**src/rtl/axi_arb_pkg.sv**
```systemverilog
// Shared types and constants for the two-port AXI4 read arbiter.
package axi_arb_pkg;

    typedef enum logic [1:0] {
        IDLE = 2'd0,
        ADDR = 2'd1,
        DATA = 2'd2
    } arb_state_e;

    localparam int unsigned AXI_LEN_W  = 8;
    localparam int unsigned AXI_RESP_W = 2;

    localparam logic [AXI_RESP_W-1:0] RESP_OKAY   = 2'b00;
    localparam logic [AXI_RESP_W-1:0] RESP_SLVERR = 2'b10;

endpackage

```
**src/rtl/rr_arb2.sv**
```systemverilog
// Combinational two-way pick between the fetch (0) and load (1) requesters.
// Build option: define ARB_RR_EN for round-robin ties; otherwise port 1 wins ties.
module rr_arb2 (
    input  logic [1:0] i_req,
    input  logic       i_last_grant,
    output logic       o_winner
);

`ifdef ARB_RR_EN
    // A lone requester wins; on a tie the port that did not win last time goes
    always_comb begin
        if (&i_req) begin
            o_winner = ~i_last_grant;
        end else begin
            o_winner = i_req[1];
        end
    end
`else
    // Fixed priority needs neither the history nor the port 0 request bit
    logic w_unused_inputs;
    assign w_unused_inputs = i_last_grant ^ i_req[0];

    // Port 1 wins whenever it asks; port 0 wins only when alone
    always_comb begin
        o_winner = i_req[1];
    end
`endif

endmodule

```
**src/rtl/axi_rd_arbiter.sv**
```systemverilog
// Shares one AXI4 read master between instruction fetch (s0) and data load (s1).
// Only one burst is outstanding; the grant is held from AR acceptance until RLAST.
// Build option: ARB_RR_EN selects round-robin tie-breaking inside rr_arb2.
module axi_rd_arbiter
    import axi_arb_pkg::*;
#(
    parameter int unsigned ADDR_W = 32,
    parameter int unsigned DATA_W = 32,
    parameter int unsigned ID_W   = 4
) (
    input  logic                  ACLK,
    input  logic                  ARESET,
    // Requester 0: instruction fetch
    input  logic                  s0_arvalid,
    output logic                  s0_arready,
    input  logic [ADDR_W-1:0]     s0_araddr,
    input  logic [AXI_LEN_W-1:0]  s0_arlen,
    output logic                  s0_rvalid,
    input  logic                  s0_rready,
    output logic [DATA_W-1:0]     s0_rdata,
    output logic [AXI_RESP_W-1:0] s0_rresp,
    output logic                  s0_rlast,
    // Requester 1: data load
    input  logic                  s1_arvalid,
    output logic                  s1_arready,
    input  logic [ADDR_W-1:0]     s1_araddr,
    input  logic [AXI_LEN_W-1:0]  s1_arlen,
    output logic                  s1_rvalid,
    input  logic                  s1_rready,
    output logic [DATA_W-1:0]     s1_rdata,
    output logic [AXI_RESP_W-1:0] s1_rresp,
    output logic                  s1_rlast,
    // Master AR
    output logic                  m_arvalid,
    input  logic                  m_arready,
    output logic [ADDR_W-1:0]     m_araddr,
    output logic [AXI_LEN_W-1:0]  m_arlen,
    output logic [ID_W-1:0]       m_arid,
    // Master R
    input  logic                  m_rvalid,
    output logic                  m_rready,
    input  logic [DATA_W-1:0]     m_rdata,
    input  logic [AXI_RESP_W-1:0] m_rresp,
    input  logic                  m_rlast,
    input  logic [ID_W-1:0]       m_rid
);

    arb_state_e r_state;
    logic       r_grant;
    logic       r_last_grant;
    logic       w_winner;
    logic [1:0] w_req;
    logic       w_ar_hs;
    logic       w_r_done;

    // With a single outstanding burst the returning ID always matches the grant
    logic w_unused_rid;
    assign w_unused_rid = ^m_rid;

    assign w_req    = {s1_arvalid, s0_arvalid};
    assign w_ar_hs  = m_arvalid & m_arready;
    assign w_r_done = m_rvalid & m_rready & m_rlast;

    rr_arb2 u_rr_arb2 (
        .i_req        (w_req),
        .i_last_grant (r_last_grant),
        .o_winner     (w_winner)
    );

    // Grant FSM: pick in IDLE, hold through AR handshake and the whole burst
    always_ff @(posedge ACLK or posedge ARESET) begin
        if (ARESET) begin
            r_state      <= IDLE;
            r_grant      <= 1'b0;
            r_last_grant <= 1'b1;
        end else begin
            case (r_state)
                IDLE: begin
                    if (|w_req) begin
                        r_grant <= w_winner;
                        r_state <= ADDR;
                    end
                end
                ADDR: begin
                    if (w_ar_hs) begin
                        r_last_grant <= r_grant;
                        r_state      <= DATA;
                    end
                end
                DATA: begin
                    if (w_r_done) begin
                        r_state <= IDLE;
                    end
                end
                default: r_state <= IDLE;
            endcase
        end
    end

    // Route AR from the granted requester and R back to it; everything else idles at zero
    always_comb begin
        m_arvalid  = 1'b0;
        m_araddr   = '0;
        m_arlen    = '0;
        m_arid     = '0;
        m_rready   = 1'b0;
        s0_arready = 1'b0;
        s1_arready = 1'b0;
        s0_rvalid  = 1'b0;
        s1_rvalid  = 1'b0;
        s0_rdata   = '0;
        s1_rdata   = '0;
        s0_rresp   = RESP_OKAY;
        s1_rresp   = RESP_OKAY;
        s0_rlast   = 1'b0;
        s1_rlast   = 1'b0;
        case (r_state)
            ADDR: begin
                m_arid = ID_W'(r_grant);
                if (r_grant) begin
                    m_arvalid  = s1_arvalid;
                    m_araddr   = s1_araddr;
                    m_arlen    = s1_arlen;
                    s1_arready = m_arready;
                end else begin
                    m_arvalid  = s0_arvalid;
                    m_araddr   = s0_araddr;
                    m_arlen    = s0_arlen;
                    s0_arready = m_arready;
                end
            end
            DATA: begin
                if (r_grant) begin
                    m_rready  = s1_rready;
                    s1_rvalid = m_rvalid;
                    s1_rdata  = m_rdata;
                    s1_rresp  = m_rresp;
                    s1_rlast  = m_rlast;
                end else begin
                    m_rready  = s0_rready;
                    s0_rvalid = m_rvalid;
                    s0_rdata  = m_rdata;
                    s0_rresp  = m_rresp;
                    s0_rlast  = m_rlast;
                end
            end
            default: ;
        endcase
    end

endmodule
```
**config.mk**
```make
export PLATFORM = sky130hd
export DESIGN_NAME = axi_rd_arbiter
export DESIGN_NICKNAME = d
export VERILOG_FILES = /design/src/rtl/axi_arb_pkg.sv /design/src/rtl/rr_arb2.sv /design/src/rtl/axi_rd_arbiter.sv
export SDC_FILE = /design/constraint.sdc
export NUM_CORES = 1
export LEC_CHECK = 0
export CORE_AREA = 2 2 96 98
export DETAILED_ROUTE_END_ITERATION = 10
export DIE_AREA = 0 0 98 100
export HOLD_SLACK_MARGIN = 0.12
export PLACE_DENSITY_LB_ADDON = 0.08
export SYNTH_ARGS = -nofsm -noshare
export SYNTH_HDL_FRONTEND = slang
export SYNTH_SLANG_ARGS = --single-unit
```
**constraint.sdc**
```tcl
create_clock -name ACLK -period 2.35 [get_ports ACLK]
set_clock_uncertainty 0.2 [all_clocks]
set_input_delay 0.3525 -clock ACLK [delete_from_list [all_inputs] [get_ports ACLK]]
set_output_delay 0.3525 -clock ACLK [all_outputs]
set_load 0.02 [all_outputs]
```
==> run_results.csv, run 1 <==
group,metric,value,unit
run_status,status,"finished, final reports clean",
global_route,antenna_found_initial,0,
floorplan,core-area,8890,µm²
route,via_per_inst,4.02,
yosys,yosysTopAreaCell,"and2_1",
min_path,whs_endpoint,"r_state[0]",
yosys,synth_xor_xnor_area_share,0,%
power_and_ir_drop,total_power,0.00286,W
cts,clockRootBuffer,"clkbuf_8",
timing,setup_violations,0,
yosys,synthArstFlopShare,100,%
worst_setup_path,cp_max_fo,4,
place,port_buffers,239,
yosys,synth_cell_type_count,17,
yosys,ys_seq_elements,3,
floorplan,chipWidth,98,µm
timing,finalCritPeriodShare,94.8,%
worst_setup_path,end_kind,"output pin",
timing,rsz0062_at_grt,"false",
route,num_vias,2023,
global_route,grt_pass1_wl,10400,µm
final_layout,drive_above_1_share,4.85,%
yosys,ys_warn_count,0,
yosys,synthAdderAreaFrac,0,%
global_route,grt_overflow,0,
floorplan,start_util,13.5,%
yosys,synth-main-ff-cell,"dfrtp_1",
yosys,yosys.area_share.simple,47.2,%
power_and_ir_drop,p_leak,1.94,nW
yosys,netlist_top_cells_area,"and2_1 39%, a22o_1 30%, buf_6 7.5%, dfrtp_1 6.3%, nor2_4 3.8%",
floorplan,design.die.area,9800,µm²
run,max_cap_viol_count,0,
worst_setup_path,crit_type,"reg2out",
yosys,synth-seq-area-share,6.26,%
min_path,hold_class,"reg2reg",
yosys,syn-cell-area,1200,µm²
cts,clk_latency,0.22,ns
power_and_ir_drop,power_density,794,nW/µm²
worst_setup_path,r2r_cells,4,
yosys,synth_top_area_share,38.6,%
yosys,synth_top_family_by_area,"simple AND/OR/NAND/NOR gates",
route,wl_per_cell,13.9,µm
cts,clock-sinks,3,
worst_setup_path,cp-start-kind,"register",
floorplan,std_cell_rows,35,
cts,path_clk_slew,0.03,ns
yosys,synthCells,157,
timing,max_freq,449,MHz
cts,cts_buffers,3,
cts,htree_levels,1,
worst_setup_path,arrival,1.68,ns
route,drc,0,
route,drt_wl_total,7000,µm
global_route,grt_pass1_vias,2038,
route,ant_nets,0,
cts,cts_tree,"built",
final_layout,nets,520,
worst_setup_path,rr_endpoint,"r_state[1]",
worst_setup_path,cp.required,1.80,ns
yosys,synth_most_common_cell,"and2_1",
final_layout,syn_to_final_growth,201,%
cts,clockBufferDepth,2,
floorplan,dieHeight,100,µm
timing,min_period,2.23,ns
final_layout,antennaDiodeCount,0,
yosys,synth_common_cells,"74 x and2_1, 41 x a22o_1, 8 x buf_6",
timing,tns,0,ns
global_route,grt_usage,12.8,%
worst_setup_path,r2r_start,"r_grant",
floorplan,ioPinCount,247,
yosys,synth_edf_count,0,
power_and_ir_drop,max-vdd-ir-drop,0.477,mV
min_path,min_path_cells,2,
timing,hold_viol,0,
yosys,synth_compound_area_share,31.4,%
yosys,synth.mux.area_fraction,1.67,%
global_route,grt_max_degree,43,
route,dr.pass1.iters,2,
min_path,hp-start,"r_state[1]",
yosys,avgSynthCellArea,7.63,µm²
place,gp_congestion,0.790,
timing,slew_violations,0,
cts,cts_setup_buffers,0,
worst_setup_path,regToRegSetupSlack,1.01,ns
route,drtIter0Drc,23,
-- per-stage QoR --
| stage | area, µm² | hold WS (ns) | setup WS [ns] | std cells | util (%) |
|---|---|---|---|---|---|
| 4_1_cts | 3600 | 0.353 | 0.0606 | 503 | 40.5 |
| 3_5_place_dp | 3690 | 0.342 | 0.00938 | 498 | 41.5 |
| 2_1_floorplan | 1210 | -0.0939 | 0.637 | 159 | - |
| 6_report | 3610 | 0.348 | 0.121 | 503 | 40.6 |
| 5_1_grt | 3610 | 0.397 | 0.0491 | 503 | 40.6 |
| 3_3_place_gp | 3690 | 0.336 | 0.0151 | 498 | 41.5 |
-- metal layers --
| metal | part of all wire [%] | wire [µm] | vias to the layer above | track usage [%] |
|---|---|---|---|---|
| li1 | - | - | 1010 | - |
| met1 | 35 | 2470 | 855 | 13.6 |
| met2 | 52 | 3660 | 152 | 25.3 |
| met3 | 11 | 796 | 6 | 4.04 |
| met4 | 1.1 | 75 | 0 | 1.92 |
| met5 | 0 | 0 | - | 0 |
-- worst max-delay path: stages, from the launching register on --
cell,delay [ns]
dfrtp_2,0.44
buf_4,0.17
mux2i_1,0.12
nor2_1,0.10
clkdlybuf4s50_1,0.63
-- sequential cells by signal (all words and copies together), names as in the netlist --
| register | cells |
|---|---|
| r_grant | 1 |
| r_state | 2 |
-- layout by cell type, fill, tap and decap left out --
master and instances:
clkbuf_1 1, nor2_1 5, o32ai_1 1, o2bb2ai_1 1, buf_12 4, nand2_1 3
conb_1 3, dfrtp_1 1, dfrtp_2 2, clkbuf_8 3, nand2b_4 2, dlygate4sd2_1 115
dlymetal6s2s_1 1, nor2_4 4, dlygate4sd3_1 1, mux2i_1 2, inv_1 1, buf_4 3
inv_2 1, and2_1 74, a22o_1 41, clkdlybuf4s50_1 123
-- power breakdown --
| part | leakage, nW | internal (W) | total, W | switching [W] |
|---|---|---|---|---|
| clock | 0.0228 | 0.000116 | 0.000149 | 0.0000334 |
| sequential | 0.0339 | 0.0000806 | 0.000119 | 0.0000385 |
| combinational | 1.88 | 0.00118 | 0.00260 | 0.00142 |
| total | 1.94 | 0.00137 | 0.00286 | 0.00149 |
-- layout make-up --
type | count | area [µm²]
fillers | 940 | 5280
well taps | 111 | 139
clock buffers | 4 | 45.0
flip-flops and latches | 3 | 77.6
repair buffers | 247 | 2360
multi-input cells | 136 | 973
inverters | 2 | 7.51
-- timing repair --
action,4_1_cts,5_1_grt
hold endpoints to repair,1,0
hold buffers,1,0
gates resized for setup,117,1
endpoints found under the setup margin,116,1
pin swaps,0,0
-- cells by family (layout without fill, tap and decap cells) --
| kind of cell | count (synthesis) | count (layout) |
|---|---|---|
| buf+inv | 20 | 253 |
| compound gates | 43 | 43 |
| simple gates | 88 | 88 |
| other cells | 1 | 3 |
| mux | 2 | 2 |
| flops | 3 | 3 |
-- worst max path at each step --
stage	to	startpoint
global placement	m_arvalid	s1_arvalid
global route	m_rready	r_grant
CTS	m_arid[0]	r_state[1]
floorplan	m_araddr[23]	r_state[1]
detailed placement	m_arvalid	s1_arvalid
finish	m_rready	r_grant
No activity file was read; power rests on OpenSTA's default activity.
==> run 2, diff against run 1 <==
CORE_AREA = 5 5 92 94   (was 2 2 96 98)
DIE_AREA = 0 0 97 99   (was 0 0 98 100)
==> run 2 against run 1 <==
  * Fmax down 0.63%
  * First-iteration DRC count rose by 22%
  * Critical path depth is the same
  * Largest cell class unchanged
==> run_results.csv, run 2 (synthesized netlist as in run 1, its figures left out) <==
group,metric,value,unit
run_status,status,"finished, final reports clean",
timing,hold_viol,0,
cts,cts_setup_buffers,0,
global_route,grt_pass1_wl,11600,µm
worst_setup_path,cpPeakStageDelay,0.63,ns
timing,min_period,2.24,ns
cts,htree_levels,1,
worst_setup_path,cp_max_fo,4,
timing,max_freq,446,MHz
route,num_vias,2011,
floorplan,std_cell_rows,32,
final_layout,nets,524,
cts,clock-sinks,3,
timing,finalCritPeriodShare,95.4,%
timing,slew_violations,0,
global_route,grt_max_degree,37,
final_layout,antennaDiodeCount,0,
timing,tns,0,ns
place,dpl.cell_count,493,
route,route.met2.wl,4170,µm
floorplan,design.die.area,9600,µm²
place,dp_hpwl,6770,µm
run,max_cap_viol_count,0,
final_layout,final_common_cell,"clkdlybuf4s50_1",
route,wl_met1,2740,µm
final_layout,syn_to_final_growth,204,%
cts,cts_tree,"built",
place,dpl-instance-area,3710,µm²
final_layout,nFillCells,787,
worst_setup_path,crit_type,"reg2out",
cts,cts_buffers,3,
timing,rsz0062_at_grt,"false",
cts,path_clk_slew,0.03,ns
route,via_per_inst,4.04,
power_and_ir_drop,combPwrFrac,91.0,%
cts,clockRootBuffer,"clkbuf_8",
route,drc,0,
floorplan,core-area,7570,µm²
global_route,grt_overflow,0,
worst_setup_path,cp.required,1.80,ns
global_route,grt_usage,14.9,%
route,drtIter0Drc,28,
worst_setup_path,arrival,1.69,ns
final_layout,final_cells,498,
floorplan,chipWidth,97,µm
final_layout,regMostFlops,"r_state",
worst_setup_path,crit_family,"buffers and inverters",
power_and_ir_drop,intPower,0.00142,W
cts,clk_latency,0.21,ns
place,post-place-ws,0.0791,ns
timing,holdWs,0.335,ns
power_and_ir_drop,p_sw_share,51.4,%
worst_setup_path,cp-start-kind,"register",
worst_setup_path,slowest_stage,"clkdlybuf4s50_1",
final_layout,largestRegisters,"r_state (2), r_grant (1)",
final_layout,final_cell_area,3640,µm²
worst_setup_path,crit_buf_inv,2,
route,drt_wl_total,7760,µm
route,ant_nets,0,
floorplan,start_util,15.8,%
global_route,antenna_found_initial,0,
timing,setup_violations,0,
route,dr.pass1.iters,4,
power_and_ir_drop,p_clk_share,5.0,%
worst_setup_path,cp_cell_sequence,"buf_4 -> mux2i_1 -> nor2_1 -> clkdlybuf4s50_1",
cts,clockBufferDepth,2,
final_layout,drive_above_1_share,5.56,%
power_and_ir_drop,switching_power,0.00150,W
place,gp_congestion,0.803,
timing,worst_slack,0.107,ns
floorplan,dieHeight,99,µm
min_path,hold_class,"reg2reg",
power_and_ir_drop,p_leak,2.01,nW
power_and_ir_drop,max-vdd-ir-drop,0.668,mV
final_layout,multi_input_area,973,µm²
final_layout,register_area,76.3,µm²
route,dr.max_layer_used,"met4",
floorplan,ioPinCount,247,
power_and_ir_drop,seqPwrFrac,4.0,%
final_layout,largest_reg_flops,2,
route,wl_per_cell,15.6,µm
worst_setup_path,end_kind,"output pin",
final_layout,final_cell_mix,"123 x clkdlybuf4s50_1, 111 x dlygate4sd2_1, 74 x and2_1",
global_route,grt_pass1_vias,1936,
power_and_ir_drop,power_density,801,nW/µm²
route,routed-wl-met3,740,µm
place,port_buffers,239,
[run 2: cell types whose count changed in the layout (fill, tap and decap cells not counted)]
cell	change
buf_4	+4
dlygate4sd2_1	-4
dlymetal6s2s_1	+4
dfrtp_1	+1
dfrtp_2	-1
[run 2: repair_timing]
action                     4_1_cts  5_1_grt
hold buffers                     1        0
pin swaps                        0        0
resized for setup              112        5
hold endpoints to repair         3        0
cloned                           0        0
setup endpoints to repair      111        5
[run 2: area by class of cell]
cell class                      count  area share (%)
Timing Repair Buffer              251            66.2
Tap cell                          102            3.51
Sequential cell                     3            2.10
Clock buffer                        4            1.24
Multi-Input combinational cell    136            26.8
Inverter                            2           0.206
[run 2: path summary, 6_finish.rpt]
| check | cells past startpoint | start | to | slack, ns |
|---|---|---|---|---|
| min in group asynchronous | 3 | ARESET | r_grant | 0.66 |
| setup reg to reg | 4 | r_grant | r_state[1] | 0.98 |
| max in group asynchronous | 3 | ARESET | r_grant | 1.15 |
| setup / recovery | 4 | r_grant | m_rready | 0.11 |
| hold reg to reg | 1 | r_state[1] | r_state[0] | 0.34 |
| hold / removal | 1 | r_state[1] | r_state[0] | 0.34 |
[run 2: layer usage]
layer / track usage [%] / vias to the layer above
met5: 0 / -
met4: 2.27 / 0
met3: 5.17 / 8
met2: 28.6 / 124
met1: 15.9 / 856
li1: - / 1023
[run 2: metrics by stage]
stage / utilization [%] / power (W)
floorplan: - / 0.00180
global placement: 49.0 / 0.00318
detailed placement: 49.0 / 0.00317
CTS: 47.9 / 0.00297
global route: 48.1 / 0.00313
finish: 48.1 / 0.00292
[run 2: power by group through the flow]
stage	Sequential, W	Combinational, W	Clock, W
2_1_floorplan	0.000101	0.00169	0
3_3_place_gp	0.000115	0.00306	0
3_5_place_dp	0.000117	0.00305	0
4_1_cts	0.000119	0.00270	0.000151
5_1_grt	0.000124	0.00284	0.000159
6_report	0.000118	0.00265	0.000145
==> run 3, diff against run 2 <==
ABC_AREA = 1   (was unset)
CORE_AREA = 5 5 93 95   (was 5 5 92 94)
DIE_AREA = 0 0 98 100   (was 0 0 97 99)
==> run 3 against run 2 <==
  * Wire length is 7.6% higher
  * Clock power is essentially flat
  * Synthesized cell count increased by 83%
  * Die area grew 2.1%
  * Largest power group unchanged
  * Highest routed layer unchanged
==> run_results.csv, run 3 <==
group,metric,value,unit
final_layout,antennaDiodeCount,0,
run_status,status,"finished, final reports clean",
place,dp_hpwl,6890,µm
yosys,synth-seq-area-share,6.02,%
global_route,grt_overflow,0,
cts,path_clk_slew,0.03,ns
cts,clk_latency,0.21,ns
final_layout,nFillCells,814,
place,port_buffers,239,
floorplan,start_util,16.3,%
floorplan,chipWidth,98,µm
yosys,synth_most_common_cell,"nor2_1",
route,wl_per_cell,13.4,µm
timing,setup_violations,0,
route,dr.pass1.iters,4,
route,num_vias,2516,
final_layout,largest_reg_flops,2,
global_route,grt_max_degree,37,
final_layout,drive_above_1_share,4.04,%
worst_setup_path,r2r_start,"r_grant",
power_and_ir_drop,power_density,866,nW/µm²
place,gp_congestion,0.807,
power_and_ir_drop,total_power,0.00329,W
worst_setup_path,cp.required,1.80,ns
timing,slew_violations,0,
floorplan,dieHeight,100,µm
worst_setup_path,critPathCapture,"m_araddr[15]",
worst_setup_path,cp-startpoint,"r_state[0]",
yosys,netlist_top_cells_area,"nor2_1 46%, o21ai_0 14%, inv_1 12%, dfrtp_1 6.0%, buf_2 4.8%",
cts,clock-sinks,3,
route,drtIter0Drc,64,
cts,clockRootBuffer,"clkbuf_8",
worst_setup_path,cp_max_fo,20,
cts,cts_buffers,3,
cts,cts_tree,"built",
yosys,ys_warn_count,0,
global_route,antenna_found_initial,0,
final_layout,regMostFlops,"r_state",
floorplan,std_cell_rows,32,
yosys,synth_top_area_share,46.0,%
global_route,grt_usage,15.3,%
worst_setup_path,regToRegSetupSlack,0.94,ns
final_layout,syn_to_final_growth,204,%
power_and_ir_drop,p_leak,2.50,nW
final_layout,final_common_cell,"nor2_1",
timing,min_period,2.19,ns
yosys,synthCells,287,
yosys,syn-cell-area,1250,µm²
cts,htree_levels,1,
timing,hold_viol,0,
run,max_cap_viol_count,0,
floorplan,ioPinCount,247,
timing,tns,0,ns
power_and_ir_drop,max-vdd-ir-drop,0.382,mV
timing,finalCritPeriodShare,93.3,%
yosys,synth_common_cells,"153 x nor2_1, 39 x inv_1, 34 x o21ai_0",
worst_setup_path,cp-start-kind,"register",
route,ant_nets,0,
yosys,ys_seq_elements,3,
worst_setup_path,arrival,1.64,ns
worst_setup_path,r2r_cells,7,
min_path,hold_class,"reg2reg",
floorplan,design.die.area,9800,µm²
final_layout,largestRegisters,"r_state (2), r_grant (1)",
route,drt_wl_total,8350,µm
final_layout,register_area,75.1,µm²
yosys,synthArstFlopShare,100,%
final_layout,final_cell_mix,"153 x nor2_1, 122 x clkdlybuf4s50_1, 88 x dlygate4sd2_1",
timing,max_freq,456,MHz
worst_setup_path,crit_type,"reg2out",
global_route,grt_pass1_wl,12400,µm
yosys,yosysTopAreaCell,"nor2_1",
cts,cts_setup_buffers,0,
route,via_per_inst,4.05,
floorplan,core-area,7650,µm²
route,drc,0,
final_layout,nets,648,
worst_setup_path,end_kind,"output pin",
yosys,synth_edf_count,0,
worst_setup_path,rr_endpoint,"r_state[0]",
global_route,grt_pass1_vias,2436,
timing,rsz0062_at_grt,"false",
yosys,synth_cell_type_count,18,
final_layout,multi_input_area,913,µm²
cts,clockBufferDepth,2,
yosys,avgSynthCellArea,4.35,µm²
yosys,synth-main-ff-cell,"dfrtp_1",
==> run 3: cell type report <==
| cell class | count | area share [%] |
|---|---|---|
| Clock buffer | 4 | 1.19 |
| Inverter | 42 | 4.16 |
| Multi-Input combinational cell | 222 | 24.1 |
| Sequential cell | 3 | 1.98 |
| Tap cell | 102 | 3.36 |
| Timing Repair Buffer | 249 | 65.2 |
==> run 3: where the power goes <==
part           leakage [nW]  internal, W  switching, W  total, W
logic                  2.44      0.00119       0.00183   0.00302
registers            0.0364    0.0000793     0.0000372  0.000116
clock network        0.0228     0.000115     0.0000304  0.000146
total                  2.50      0.00139       0.00190   0.00329
==> run 3: what timing repair did <==
action                                  CTS  global route
hold endpoints to repair                  3             0
gates resized for setup                  92            31
hold buffers                              1             0
endpoints found under the setup margin   92            29
==> run 3: layer usage <==
layer | vias to the layer above | GRT usage (%) | share of wire (%)
li1 | 1310 | - | -
met1 | 1056 | 16.4 | 37
met2 | 144 | 29.0 | 51
met3 | 6 | 5.91 | 11
met4 | 0 | 2.24 | 0.89
met5 | - | 0 | 0
==> run 3: worst min-delay path by stage <==
stage	from	cells after the start	slack, ns	end
floorplan	ARESET	1	-0.09	r_grant
global placement	ARESET	2	0.33	r_state[1]
detailed placement	ARESET	2	0.33	r_state[1]
CTS	r_state[0]	3	0.43	r_grant
global route	r_state[0]	3	0.50	r_grant
finish	r_state[0]	3	0.42	r_grant
==> run 3: kinds of logic after synthesis <==
family                 share of synthesized area [%]
flip-flops                                      6.02
AO/OA/AOI/OAI                                   16.4
AND/OR/NAND/NOR                                 55.9
other                                          0.301
buffers and inverters                           21.4
==> run 3: stage by stage <==
stage | utilization (%) | cell area, µm² | setup WS (ns) | instances | hold WS, ns
5_1_grt | 49.6 | 3790 | 0.00127 | 622 | 0.500
3_5_place_dp | 49.6 | 3800 | -0.00703 | 617 | 0.329
3_3_place_gp | 49.6 | 3800 | 0.0539 | 617 | 0.335
4_1_cts | 48.9 | 3740 | 0.000125 | 622 | 0.434
2_1_floorplan | - | 1250 | 0.381 | 289 | -0.0939
6_report | 49.6 | 3790 | 0.159 | 622 | 0.421
==> run 3: critical path, cell delays in order (launching register included) <==
cell and delay [ns]:
dfrtp_1 0.41, inv_2 0.08, nor2_2 0.10, buf_4 0.23, o21ai_0 0.11, nor2_1 0.13
dlygate4sd2_1 0.35
